--- src/rtl/enemy_spawner_if.sv ---
// Game-side bundle for the enemy spawner: run/hit in, per-slot control and status out.
interface enemy_spawner_if #(
    parameter int unsigned N_ENEMIES = 4
);
    logic                    run;
    logic [N_ENEMIES-1:0]    hit;
    logic [16*N_ENEMIES-1:0] control;
    logic [N_ENEMIES-1:0]    en;
    logic [N_ENEMIES-1:0]    enemy_rst;
    logic [1:0]              level;
    logic [7:0]              kills;

    // Game logic side: drives run and hit, observes the spawner.
    modport master (
        output run, hit,
        input  control, en, enemy_rst, level, kills
    );

    // Spawner side.
    modport slave (
        input  run, hit,
        output control, en, enemy_rst, level, kills
    );
endinterface

--- src/rtl/enemy_spawner.sv ---
// Frame-rate enemy scheduler: owns N_ENEMIES slots, releases one enemy per level-dependent
// interval into the lowest free slot, frees slots on hits, and tracks kills and difficulty.
module enemy_spawner #(
    parameter int unsigned   N_ENEMIES       = 4,
    parameter logic [7:0]    BASE_INTERVAL   = 8'd90,
    parameter logic [7:0]    INTERVAL_STEP   = 8'd20,
    parameter int unsigned   KILLS_PER_LEVEL = 8,
    parameter logic [15:0]   LFSR_SEED       = 16'hACE1
) (
    input logic            frame_clk,
    input logic            rst_n,
    enemy_spawner_if.slave bus
);

    typedef enum logic [1:0] {
        StIdle,
        StCount,
        StSpawn,
        StFull
    } state_e;

    state_e                  state_q, state_d;
    logic [7:0]              cnt_q, cnt_d;
    logic [15:0]             lfsr_q, lfsr_d;
    logic [16*N_ENEMIES-1:0] control_q, control_d;
    logic [N_ENEMIES-1:0]    en_q, en_d;
    logic [N_ENEMIES-1:0]    enemy_rst_q, enemy_rst_d;
    // Slots whose enemy_rst is high only because of last edge's hit pulse.
    logic [N_ENEMIES-1:0]    rst_pulse_q, rst_pulse_d;
    logic [7:0]              kills_q, kills_d;
    logic [1:0]              level_q, level_d;

    logic [N_ENEMIES-1:0]    valid_hit;
    logic [N_ENEMIES-1:0]    free;
    logic [N_ENEMIES-1:0]    spawn_sel;
    logic                    any_free;
    logic [7:0]              interval;
    logic [3:0]              hit_cnt;
    logic [8:0]              kill_sum;
    logic [31:0]             lvl_div;

    // Galois LFSR, frozen while the game is parked.
    always_comb begin
        lfsr_d = lfsr_q;
        if (bus.run) begin
            lfsr_d = {1'b0, lfsr_q[15:1]} ^ (lfsr_q[0] ? 16'hB400 : 16'h0000);
        end
    end

    // Per-slot control words: randomised position/direction plus the current level as speed.
    always_comb begin
        control_d = control_q;
        if (bus.run) begin
            for (int k = 0; k < int'(N_ENEMIES); k++) begin
                control_d[16*k +: 16] = {3'b000, level_q, lfsr_q[15] ^ ((k % 2) == 1),
                                         lfsr_q[9:0] ^ 10'(k * 97)};
            end
        end
    end

    // Hit qualification, free-slot search and kill/level bookkeeping.
    always_comb begin
        valid_hit = (state_q != StIdle && bus.run) ? (bus.hit & en_q) : '0;
        // A hit on a slot blocks it this edge even when it is not counted.
        free      = ~en_q & ~bus.hit;
        spawn_sel = '0;
        any_free  = 1'b0;
        for (int k = 0; k < int'(N_ENEMIES); k++) begin
            if (free[k] && !any_free) begin
                spawn_sel[k] = 1'b1;
                any_free     = 1'b1;
            end
        end
        hit_cnt = 4'd0;
        for (int k = 0; k < int'(N_ENEMIES); k++) begin
            hit_cnt = hit_cnt + {3'd0, valid_hit[k]};
        end
        kill_sum = {1'b0, kills_q} + {5'd0, hit_cnt};
        kills_d  = kill_sum[8] ? 8'hFF : kill_sum[7:0];
        lvl_div  = {24'd0, kills_d} / KILLS_PER_LEVEL;
        level_d  = (lvl_div > 32'd3) ? 2'd3 : lvl_div[1:0];
        interval = BASE_INTERVAL - INTERVAL_STEP * {6'd0, level_q};
    end

    // Spawn FSM next-state and slot enable/reset outputs.
    always_comb begin
        state_d     = state_q;
        cnt_d       = cnt_q;
        en_d        = en_q & ~valid_hit;
        enemy_rst_d = (enemy_rst_q & ~rst_pulse_q) | valid_hit;
        rst_pulse_d = valid_hit;
        if (!bus.run) begin
            state_d     = StIdle;
            en_d        = '0;
            enemy_rst_d = '1;
            rst_pulse_d = '0;
        end else begin
            unique case (state_q)
                StIdle: begin
                    en_d        = '0;
                    enemy_rst_d = '1;
                    rst_pulse_d = '0;
                    cnt_d       = interval;
                    state_d     = StCount;
                end
                StCount: begin
                    cnt_d = cnt_q - 8'd1;
                    // Leaving on the 1->0 step puts the spawn exactly interval+1 edges apart.
                    if (cnt_q <= 8'd1) begin
                        state_d = StSpawn;
                    end
                end
                StSpawn: begin
                    if (any_free) begin
                        en_d        = en_d | spawn_sel;
                        enemy_rst_d = enemy_rst_d & ~spawn_sel;
                        cnt_d       = interval;
                        state_d     = StCount;
                    end else begin
                        state_d = StFull;
                    end
                end
                StFull: begin
                    // A freed slot restarts the full interval rather than spawning at once.
                    if (any_free) begin
                        cnt_d   = interval;
                        state_d = StCount;
                    end
                end
                default: begin
                    state_d = StIdle;
                end
            endcase
        end
    end

    // State registers with asynchronous reset.
    always_ff @(posedge frame_clk or negedge rst_n) begin
        if (!rst_n) begin
            state_q     <= StIdle;
            cnt_q       <= 8'd0;
            lfsr_q      <= LFSR_SEED;
            control_q   <= '0;
            en_q        <= '0;
            enemy_rst_q <= '1;
            rst_pulse_q <= '0;
            kills_q     <= 8'd0;
            level_q     <= 2'd0;
        end else begin
            state_q     <= state_d;
            cnt_q       <= cnt_d;
            lfsr_q      <= lfsr_d;
            control_q   <= control_d;
            en_q        <= en_d;
            enemy_rst_q <= enemy_rst_d;
            rst_pulse_q <= rst_pulse_d;
            kills_q     <= kills_d;
            level_q     <= level_d;
        end
    end

    assign bus.control   = control_q;
    assign bus.en        = en_q;
    assign bus.enemy_rst = enemy_rst_q;
    assign bus.kills     = kills_q;
    assign bus.level     = level_q;

endmodule

--- src/flat_wrapper.sv ---
// flat-port wrapper written by rule: the top's interface ports become plain ports
module enemy_spawner_flat 
#(
    parameter int unsigned   N_ENEMIES       = 4,
    parameter logic [7:0]    BASE_INTERVAL   = 8'd90,
    parameter logic [7:0]    INTERVAL_STEP   = 8'd20,
    parameter int unsigned   KILLS_PER_LEVEL = 8,
    parameter logic [15:0]   LFSR_SEED       = 16'hACE1
)
  (frame_clk, rst_n, bus_run, bus_hit, bus_control, bus_en, bus_enemy_rst, bus_level, bus_kills);
  enemy_spawner_if #(.N_ENEMIES(N_ENEMIES)) bus_i ();
  input logic frame_clk;
  input logic rst_n;
  input wire logic [$bits(bus_i.run)-1:0] bus_run;
  input wire logic [$bits(bus_i.hit)-1:0] bus_hit;
  output wire logic [$bits(bus_i.control)-1:0] bus_control;
  output wire logic [$bits(bus_i.en)-1:0] bus_en;
  output wire logic [$bits(bus_i.enemy_rst)-1:0] bus_enemy_rst;
  output wire logic [$bits(bus_i.level)-1:0] bus_level;
  output wire logic [$bits(bus_i.kills)-1:0] bus_kills;
  assign bus_i.run = bus_run;
  assign bus_i.hit = bus_hit;
  assign bus_control = bus_i.control;
  assign bus_en = bus_i.en;
  assign bus_enemy_rst = bus_i.enemy_rst;
  assign bus_level = bus_i.level;
  assign bus_kills = bus_i.kills;
  enemy_spawner #(.N_ENEMIES(N_ENEMIES), .BASE_INTERVAL(BASE_INTERVAL), .INTERVAL_STEP(INTERVAL_STEP), .KILLS_PER_LEVEL(KILLS_PER_LEVEL), .LFSR_SEED(LFSR_SEED)) u_core (.frame_clk(frame_clk), .rst_n(rst_n), .bus(bus_i));
endmodule
--- config.mk ---
export PLATFORM = sky130hd
export DESIGN_NAME = enemy_spawner_flat
export DESIGN_NICKNAME = d
export VERILOG_FILES = /design/src/rtl/enemy_spawner_if.sv /design/src/rtl/enemy_spawner.sv /design/src/flat_wrapper.sv
export SDC_FILE = /design/constraint.sdc
export NUM_CORES = 1
export LEC_CHECK = 0
export BUFFER_PORTS_ARGS = -buffer_cell sky130_fd_sc_hd__buf_2
export CORE_MARGIN = 1
export CORE_UTILIZATION = 57
export CTS_BUF_LIST = sky130_fd_sc_hd__clkbuf_16
export DETAILED_ROUTE_END_ITERATION = 12
export GPL_TIMING_DRIVEN = 0
export PLACE_DENSITY = 0.85
export SETUP_SLACK_MARGIN = 0.05
export SYNTH_ARGS = -nofsm -noshare
export SYNTH_HDL_FRONTEND = slang
export SYNTH_SLANG_ARGS = --single-unit
--- constraint.sdc ---
create_clock -name frame_clk -period 5.24 [get_ports frame_clk]
set_clock_uncertainty 0.05 [all_clocks]
set_input_delay 0 -clock frame_clk [delete_from_list [all_inputs] [get_ports frame_clk]]
set_output_delay 0 -clock frame_clk [all_outputs]
set_load 0.03 [all_outputs]
==> results.txt, run 1 <==
- The run finished with clean final reports.
- Syn_area_per_cell: 9.94 µm²
- STA classifies the critical path startpoint as a flop.
* Kind of critical path: flop to flop
* Dominant synthesized flop cell: sky130_fd_sc_hd__dfrtp_1
- Die span in y: 79.2 µm
- After routing the design area is 0.00429 mm².
- Number of nets in the final layout: 469
* Cell area power density: 485 mW/mm²
- The final layout contains routed wiring with a total length of 7200 µm.
- The max-slew violation count is 0.
* Crit path max-delay family: adder cells
* Wire length per cell: 13.8 µm
- Routability-driven placement finished with a final weighted congestion of 0.888.
- Worst setup path endpoint: u_core.bus.level[1]
- 0 antenna diodes ended up in the layout.
- The critical path contains buffers and inverters numbering 5 combined.
* Smallest hold slack: 200 ps
- The worst path needs 4100 ps of the cycle, external delays included.
* Post-CTS setup-driven buffer insertion count: 0
- Static timing analysis puts the maximum clock frequency at 0.244 GHz.
- After detailed placement, the total cell area comes to 0.00391 mm².
- At the pin with the least slew margin, the transition time is 764 ps.
- Root buf cell: sky130_fd_sc_hd__clkbuf_16
* Drt initial violations: 140
- The first TritonRoute pass finished after 4 iterations.
* Cell count after synthesis: 342
- CTS built an H-tree with a depth of 3.
* Worst reg2reg setup slack: 1140 ps
- The most critical setup path has its startpoint at u_core.state_q[0].
- The die covers 0.00628 mm².
* Core outline area: 0.00564 mm²
* Average vias per placed instance: 5.16
- The first global-routing pass estimated 11,800 µm of wire.
* Skew-Pair Late Insertion Delay: 330 ps
- Path class of the lowest-slack min-delay path: input pin to flop
- The final hold violation count is 0.
- Most common cell in the synthesized netlist: sky130_fd_sc_hd__buf_4
* Initial Utilization: 0.603
* Worst path required time: 5390 ps
- For this run, the total global-route usage over all layers was measured as 0.246.
* Total number of yosys warnings: 0
- Across the run, the number of max-cap violations was 0.
- RR Startpoint: u_core.state_q[0]
- Cell chain of the critical path: inv_1, ha_1, nor2b_1, clkbuf_1, and3_1, ha_1, inv_1, fa_1, inv_1, ha_1, inv_1, fa_1, nor2b_1, o21ai_1, xor2_1, nand2_1, or4_1
- In the final layout, the share of cells above drive strength 1 is 0.400.
- Static leakage: 2.25 nW
- CTS clock-pin slew for the worst setup and hold paths: 50 ps
* Crit. End Element: flop
- ANT nets after route: 0
- In this run the cell area of the synthesized design comes to 0.00340 mm².
- By instance count, the cell type seen most on the critical path is sky130_fd_sc_hd__inv_1.
* Number of standard-cell rows in the floorplan: 27
* Number of top-level pins: 89
- The via count of the first global-routing pass was 2,528.
- Width of the die: 79.2 µm
- Slowest cell on the critical path: sky130_fd_sc_hd__or4_1
* Synth area leaders: sky130_fd_sc_hd__dfrtp_1, sky130_fd_sc_hd__buf_4, sky130_fd_sc_hd__dfstp_2
- Arrival time at the worst endpoint: 4250 ps
- The share of the Yosys chip area taken by registers is 0.461.
- Vias: 2,691
- Setup TNS Final: 0 ps
- Number of flops mapped to enable cells by yosys: 0
- Setup violation total in the final timing report: 0
- Along the worst path, the maximum fanout reaches 10.
- Synthesized flop and latch total: 62
- The clock passes through at most 2 buffers.
- Max stage delay on crit path: 470 ps
- IR drop worst, VDD: 322 µV
* Fraction of registers with async set or reset after synthesis: 1.00
* Share of the clock period used by the worst path after layout: 0.782
- In this run the number of cells on the critical path is 17.
- Setup repair after global routing left no endpoint under its margin.
- Detailed-placement wirelength estimate: 4740 µm
* Clock buffers created by TritonCTS: 9
* DRC viols: 0
- Compared with the post-synthesis result, the final layout area differs by 26.1%.
- Total clock sinks: 62
* Worst R2R Path Depth: 17
* Pin count of the biggest net entering global routing: 63
* Antenna violations before repair: 0
* Post-synth cell types: 48
* Post-synth top area cell: sky130_fd_sc_hd__dfrtp_1
* Commonest cells post-synth: sky130_fd_sc_hd__buf_4, sky130_fd_sc_hd__dfrtp_1, sky130_fd_sc_hd__inv_1, sky130_fd_sc_hd__nand2_1, sky130_fd_sc_hd__nor2_1
* FF-to-FF End: u_core.bus.level[1]
- Headroom to the max-slew limit came out at 0.491.
- Count of buffers from port buffering: 76
- TritonCTS built the clock tree.
- Area fraction of the dominant cell type after synthesis: 0.368
- The total overflow left after global routing is 0.
==> routing by layer <==
metal	vias up	global-route usage	wire length, µm	part of all wire
met5	-	0	0	0
met4	0	0.133	192	0.027
met3	21	0.0402	330	0.046
met2	100	0.407	3630	0.50
met1	1290	0.309	3050	0.42
li1	1280	-	-	-
==> worst min-delay path, cell delays in order <==
cell and delay (ps):
sky130_fd_sc_hd__buf_2 110, sky130_fd_sc_hd__nor2b_1 120, sky130_fd_sc_hd__clkbuf_1 200, sky130_fd_sc_hd__nand2_1 110
==> layout make-up <==
class | count | area [µm²]
fill | 369 | 1360
tap | 72 | 90.1
sequential | 62 | 1570
buffer | 60 | 419
inverter | 29 | 109
multi-input combinational | 202 | 1350
timing repair buffer | 81 | 433
clock buffer | 9 | 225
clock inverter | 7 | 97.6
==> flip-flops by register name, summed over array words and instances, names as in the netlist <==
register and count:
u_core.bus.control 14, u_core.bus.en 4, u_core.bus.enemy_rst 4, u_core.bus.kills 8, u_core.bus.level 2, u_core.cnt_q 8
u_core.lfsr_q 16, u_core.rst_pulse_q 4, u_core.state_q 2
==> worst min-delay path by stage <==
stage                          start                 endpoint  slack (ps)  cells after the start
after global routing         bus_run  u_core.bus.enemy_rst[1]         240                      4
after global placement    bus_hit[0]  u_core.bus.enemy_rst[0]         260                      3
after detailed placement  bus_hit[2]  u_core.bus.enemy_rst[2]         280                      3
final                        bus_run  u_core.bus.enemy_rst[1]         200                      4
after CTS                    bus_run  u_core.bus.enemy_rst[1]         190                      4
after floorplan                rst_n   u_core.bus.control[17]        -350                      0
==> cell usage in the layout (no fill, tap or decap), types with 7 or more instances in the layout <==
master,synthesis,final
sky130_fd_sc_hd__clkbuf_16,0,9
sky130_fd_sc_hd__and3_1,7,7
sky130_fd_sc_hd__o21ai_0,20,20
sky130_fd_sc_hd__dfstp_2,12,12
sky130_fd_sc_hd__nor2b_1,13,13
sky130_fd_sc_hd__ha_1,15,15
sky130_fd_sc_hd__buf_4,51,52
sky130_fd_sc_hd__a21oi_1,12,12
sky130_fd_sc_hd__clkbuf_1,7,7
sky130_fd_sc_hd__dfrtp_1,50,50
sky130_fd_sc_hd__o21ai_1,8,8
sky130_fd_sc_hd__inv_1,29,29
sky130_fd_sc_hd__nand2_1,26,26
sky130_fd_sc_hd__conb_1,1,12
sky130_fd_sc_hd__buf_2,2,77
sky130_fd_sc_hd__nor2_1,21,21
sky130_fd_sc_hd__mux2_2,15,15
==> power by group <==
part	leakage (nW)	switching (mW)	internal (mW)	total, mW
clock network	0.152	0.219	0.417	0.636
logic	1.34	0.461	0.295	0.756
registers	0.755	0.0891	0.597	0.686
total	2.25	0.769	1.31	2.08
==> per-stage QoR <==
| step | cells | setup slack, ps | utilization | power, mW |
|---|---|---|---|---|
| 2_1_floorplan | 353 | 1630 | - | 1.25 |
| 3_3_place_gp | 501 | 1280 | 0.693 | 1.41 |
| 3_5_place_dp | 501 | 1260 | 0.693 | 1.43 |
| 4_1_cts | 522 | 1140 | 0.759 | 2.09 |
| 5_1_grt | 522 | 777 | 0.760 | 2.17 |
| 6_report | 522 | 1140 | 0.760 | 2.08 |
==> logic make-up after synthesis <==
group | after synthesis | synth area share
xor gates and xnor gates | 6 | 0.0155
muxes | 18 | 0.0600
and+or+nand+nor | 84 | 0.122
other | 1 | 0.00110
AOI/OAI and AO/OA | 65 | 0.118
buffers and inverters | 89 | 0.155
adders and majority gates | 17 | 0.0670
DFF | 62 | 0.461
==> repair_timing <==
item,in CTS,in global routing
hold endpoints to repair,57,0
gates resized for setup,0,0
hold buffers,5,0
Note: power is estimated with default switching activity, not from simulation.
==> run 2: changes to the inputs <==
CORE_UTILIZATION = 53   (was 57)
PLACE_DENSITY = 0.8   (was 0.85)
clock period = 4.19 ns   (was 5.24 ns; I/O delays follow)
==> run 2 against run 1 <==
Net effect:
- critical path depth fell by 1
- flip-flop and latch count did not move
- sequential power rose by 25%
- register-to-register slack got worse by 890 ps
==> results.txt, run 2 (same netlist as run 1, synthesis figures left out) <==
- The number of maximum-capacitance constraint violations is 0 (unchanged).
- RR Startpoint: u_core.state_q[0]
- On the critical path, the stage with the largest delay is an instance of sky130_fd_sc_hd__dfrtp_1.
* Min Tclk post-route: 3940 ps (-159 ps)
- The maximum clock frequency was 0.254 GHz (+4.0%).
- The floorplan die width was 82.1 µm (+3.6%).
* Hold path endpoint: u_core.bus.enemy_rst[2]
- Clock buffers created by TritonCTS: 9 (unchanged)
- The overall die area was 0.00674 mm² (+7.4%).
* Crit. End Element: flop
- Final number of max-transition violations: 0 (unchanged)
- IR drop worst, VDD: 420 µV (+31%)
- Net switching share of the total power: 0.379 (+0.00857)
* Setup repair after global routing missed its margin: no
- In this run the most critical hold path is launched from bus_run.
- Length of the first detailed-routing pass in iterations: 4 (unchanged)
- Relative to the synthesized area, the layout overhead comes to 25.8%.
- Commonest non-fill, non-tap cell in the layout: sky130_fd_sc_hd__buf_2
- The number of design-rule violations left by the first detailed-router iteration was 127 (-9.3%).
- The final hold violation count is 0 (unchanged).
- Worst reg2reg setup slack: 250 ps (-890 ps)
* Setup TNS Final: 0 ps (unchanged)
- The insertion delay of the later-clocked pin in the worst-skew pair was 330 ps (about the same).
- Vias in the first global route: 2,387 (-5.6%)
- The run finished with clean final reports.
* Aggregate routed wire length: 7080 µm (-1.7%)
* Setup violation total in the final timing report: 0 (unchanged)
* Clock Path Buffers: 2 (unchanged)
- Type of element launching the critical path: flop
* Antenna cell count: 0 (unchanged)
* Path class of the lowest-slack min-delay path: input pin to flop
- Total congestion overflow: 0 (unchanged)
- Pin count of the biggest net entering global routing: 63 (unchanged)
* Worst path bufs/invs: 4 (-1)
- The critical path is of the flop to flop type.
- TritonCTS clock tree: done
* Initial Utilization: 0.561 (-0.0417)
* Root buf cell: sky130_fd_sc_hd__clkbuf_16
- The overall die height came to 82.1 µm (+3.6%).
- The number of H-tree levels was 3 (unchanged).
- The number of sinks handled by clock tree synthesis was 62 (unchanged).
* Global router's overall resource usage: 0.228 (-0.0180)
* Static leakage: 2.25 nW (-0.18%)
* Clock share of power: 0.291 (-0.015)
- Cell chain of the critical path: inv_1, ha_2, nor2b_1, clkbuf_2, and3_1, ha_1, inv_1, fa_1, inv_1, ha_1, ha_1, a21o_1, a21oi_2, nor2_2, mux2_4, or4_1
- The portion of the clock cycle consumed by the worst path in the final layout was 0.941 (+0.158).
- DRC viols: 0 (unchanged)
- Post-CTS setup-driven buffer insertion count: 0 (unchanged)
* Maximum fanout encountered on the critical timing path: 10 (unchanged)
- Crit path max-delay family: adder cells
- The number of core rows is 28 (+3.7%).
- The combinational share of power is 0.372 (+0.008).
- The initial antenna violation count came to 0 (unchanged).
* Leading cell types in the layout, fill and taps excluded: sky130_fd_sc_hd__buf_2, sky130_fd_sc_hd__buf_4, sky130_fd_sc_hd__dfrtp_1, sky130_fd_sc_hd__inv_1, sky130_fd_sc_hd__nand2_1
- The required time reported for the critical path endpoint is 4340 ps (-1050 ps).
- The first-pass GRT wire length came to 11,300 µm (-4.3%).
- The total half-perimeter wirelength after legalization and detailed placement came to 4730 µm (-0.23%).
- Ranked by flip-flop count, first place goes to u_core.lfsr_q.
- The biggest cell delay along the critical path came to 430 ps (-40 ps).
- The clock slew seen by the registers of the worst setup and hold paths came to 60 ps (about the same).
* Sequential cell fraction of total power: 0.337 (+0.007)
- FF-to-FF End: u_core.bus.level[1]
* Worst R2R Path Depth: 16 (-1)
* Fraction of final layout cells with drive strength greater than 1: 0.407 (+0.00667)
* Smallest hold slack: 136 ps (-63.4 ps)
* Number of nets in the final layout: 469 (unchanged)
- The measured slew at the worst slew-check pin is 776 ps (+12.6 ps).
- The worst hold path cell count came to 4 (unchanged).
- Cell area power density: 594 mW/mm² (+22%)
- Core outline area: 0.00606 mm² (+7.4%)
- The count of input and output buffers is 76 (unchanged).
- The number of flip-flops under the largest register name is 16 (unchanged).
* Wire length per cell: 13.5 µm (-2.2%)
- Placer congestion estimate: 0.845 (-4.8%)
- The number of primary I/O pins was 89 (unchanged).
* ANT nets after route: 0 (unchanged)
- Worst relative slew slack: 0.483 (-0.00841)
- The power dissipated by switching net loads was 0.961 mW (+25%).
* Average vias per placed instance: 5.01 (-2.8%)
- The via count came to 2,631 (-2.2%).
- Arrival time at the worst endpoint: 4090 ps (-160 ps)
- The internal power contribution came to 1.58 mW (+21%).
-- run 2: per-layer routing --
layer	routed length [µm]	global-route usage	part of all wire	vias to the layer above
met4	148	0.102	0.021	0
li1	-	-	-	1283
met5	0	0	0	-
met2	3630	0.378	0.51	73
met1	3030	0.287	0.43	1263
met3	265	0.0495	0.037	12
-- run 2: tightest hold or removal path: cells and delay by family --
| family | cells | cell delay [ps] |
|---|---|---|
| buffers and inverters | 2 | 310 |
| AND/OR/NAND/NOR | 2 | 200 |
-- run 2: power by group through the flow --
stage | combinational [mW] | sequential [mW] | clock, mW
floorplan | 0.634 | 0.931 | 0
global placement | 0.913 | 0.855 | 0
detailed placement | 0.934 | 0.864 | 0
CTS | 0.949 | 0.856 | 0.747
global route | 1.02 | 0.878 | 0.777
finish | 0.945 | 0.856 | 0.739
-- run 2: layout make-up --
type	count	area [µm²]
repair buffers	81	433
clock inverters	7	73.8
multi-input cells	202	1360
inverters	29	109
well taps	75	93.8
plain buffers	60	420
fillers	449	1780
flip-flops and latches	62	1570
clock buffers	9	225
-- run 2: stage by stage --
step           setup slack, ps  instances  power (mW)  cell area [µm²]  utilization
2_1_floorplan              577        353        1.56             3440            -
3_3_place_gp               203        504        1.77             3920        0.646
3_5_place_dp               130        504        1.80             3920        0.646
4_1_cts                    135        525        2.55             4270        0.704
5_1_grt                   80.4        525        2.68             4280        0.706
6_report                   249        525        2.54             4280        0.706
-- run 2: worst max path at each step --
stage	start	endpoint	cells after the start
2_1_floorplan	u_core.state_q[0]	u_core.bus.level[1]	17
3_3_place_gp	u_core.state_q[0]	u_core.bus.level[1]	17
3_5_place_dp	u_core.state_q[0]	u_core.bus.level[1]	17
4_1_cts	u_core.state_q[1]	u_core.bus.level[1]	17
5_1_grt	u_core.state_q[0]	u_core.bus.level[1]	16
6_report	u_core.state_q[0]	u_core.bus.level[1]	16
-- run 2: repair_timing --
action,4_1_cts,5_1_grt
endpoints found under the setup margin,1,1
endpoints found under the hold margin,30,0
gates resized for setup,1,3
hold buffers,5,0
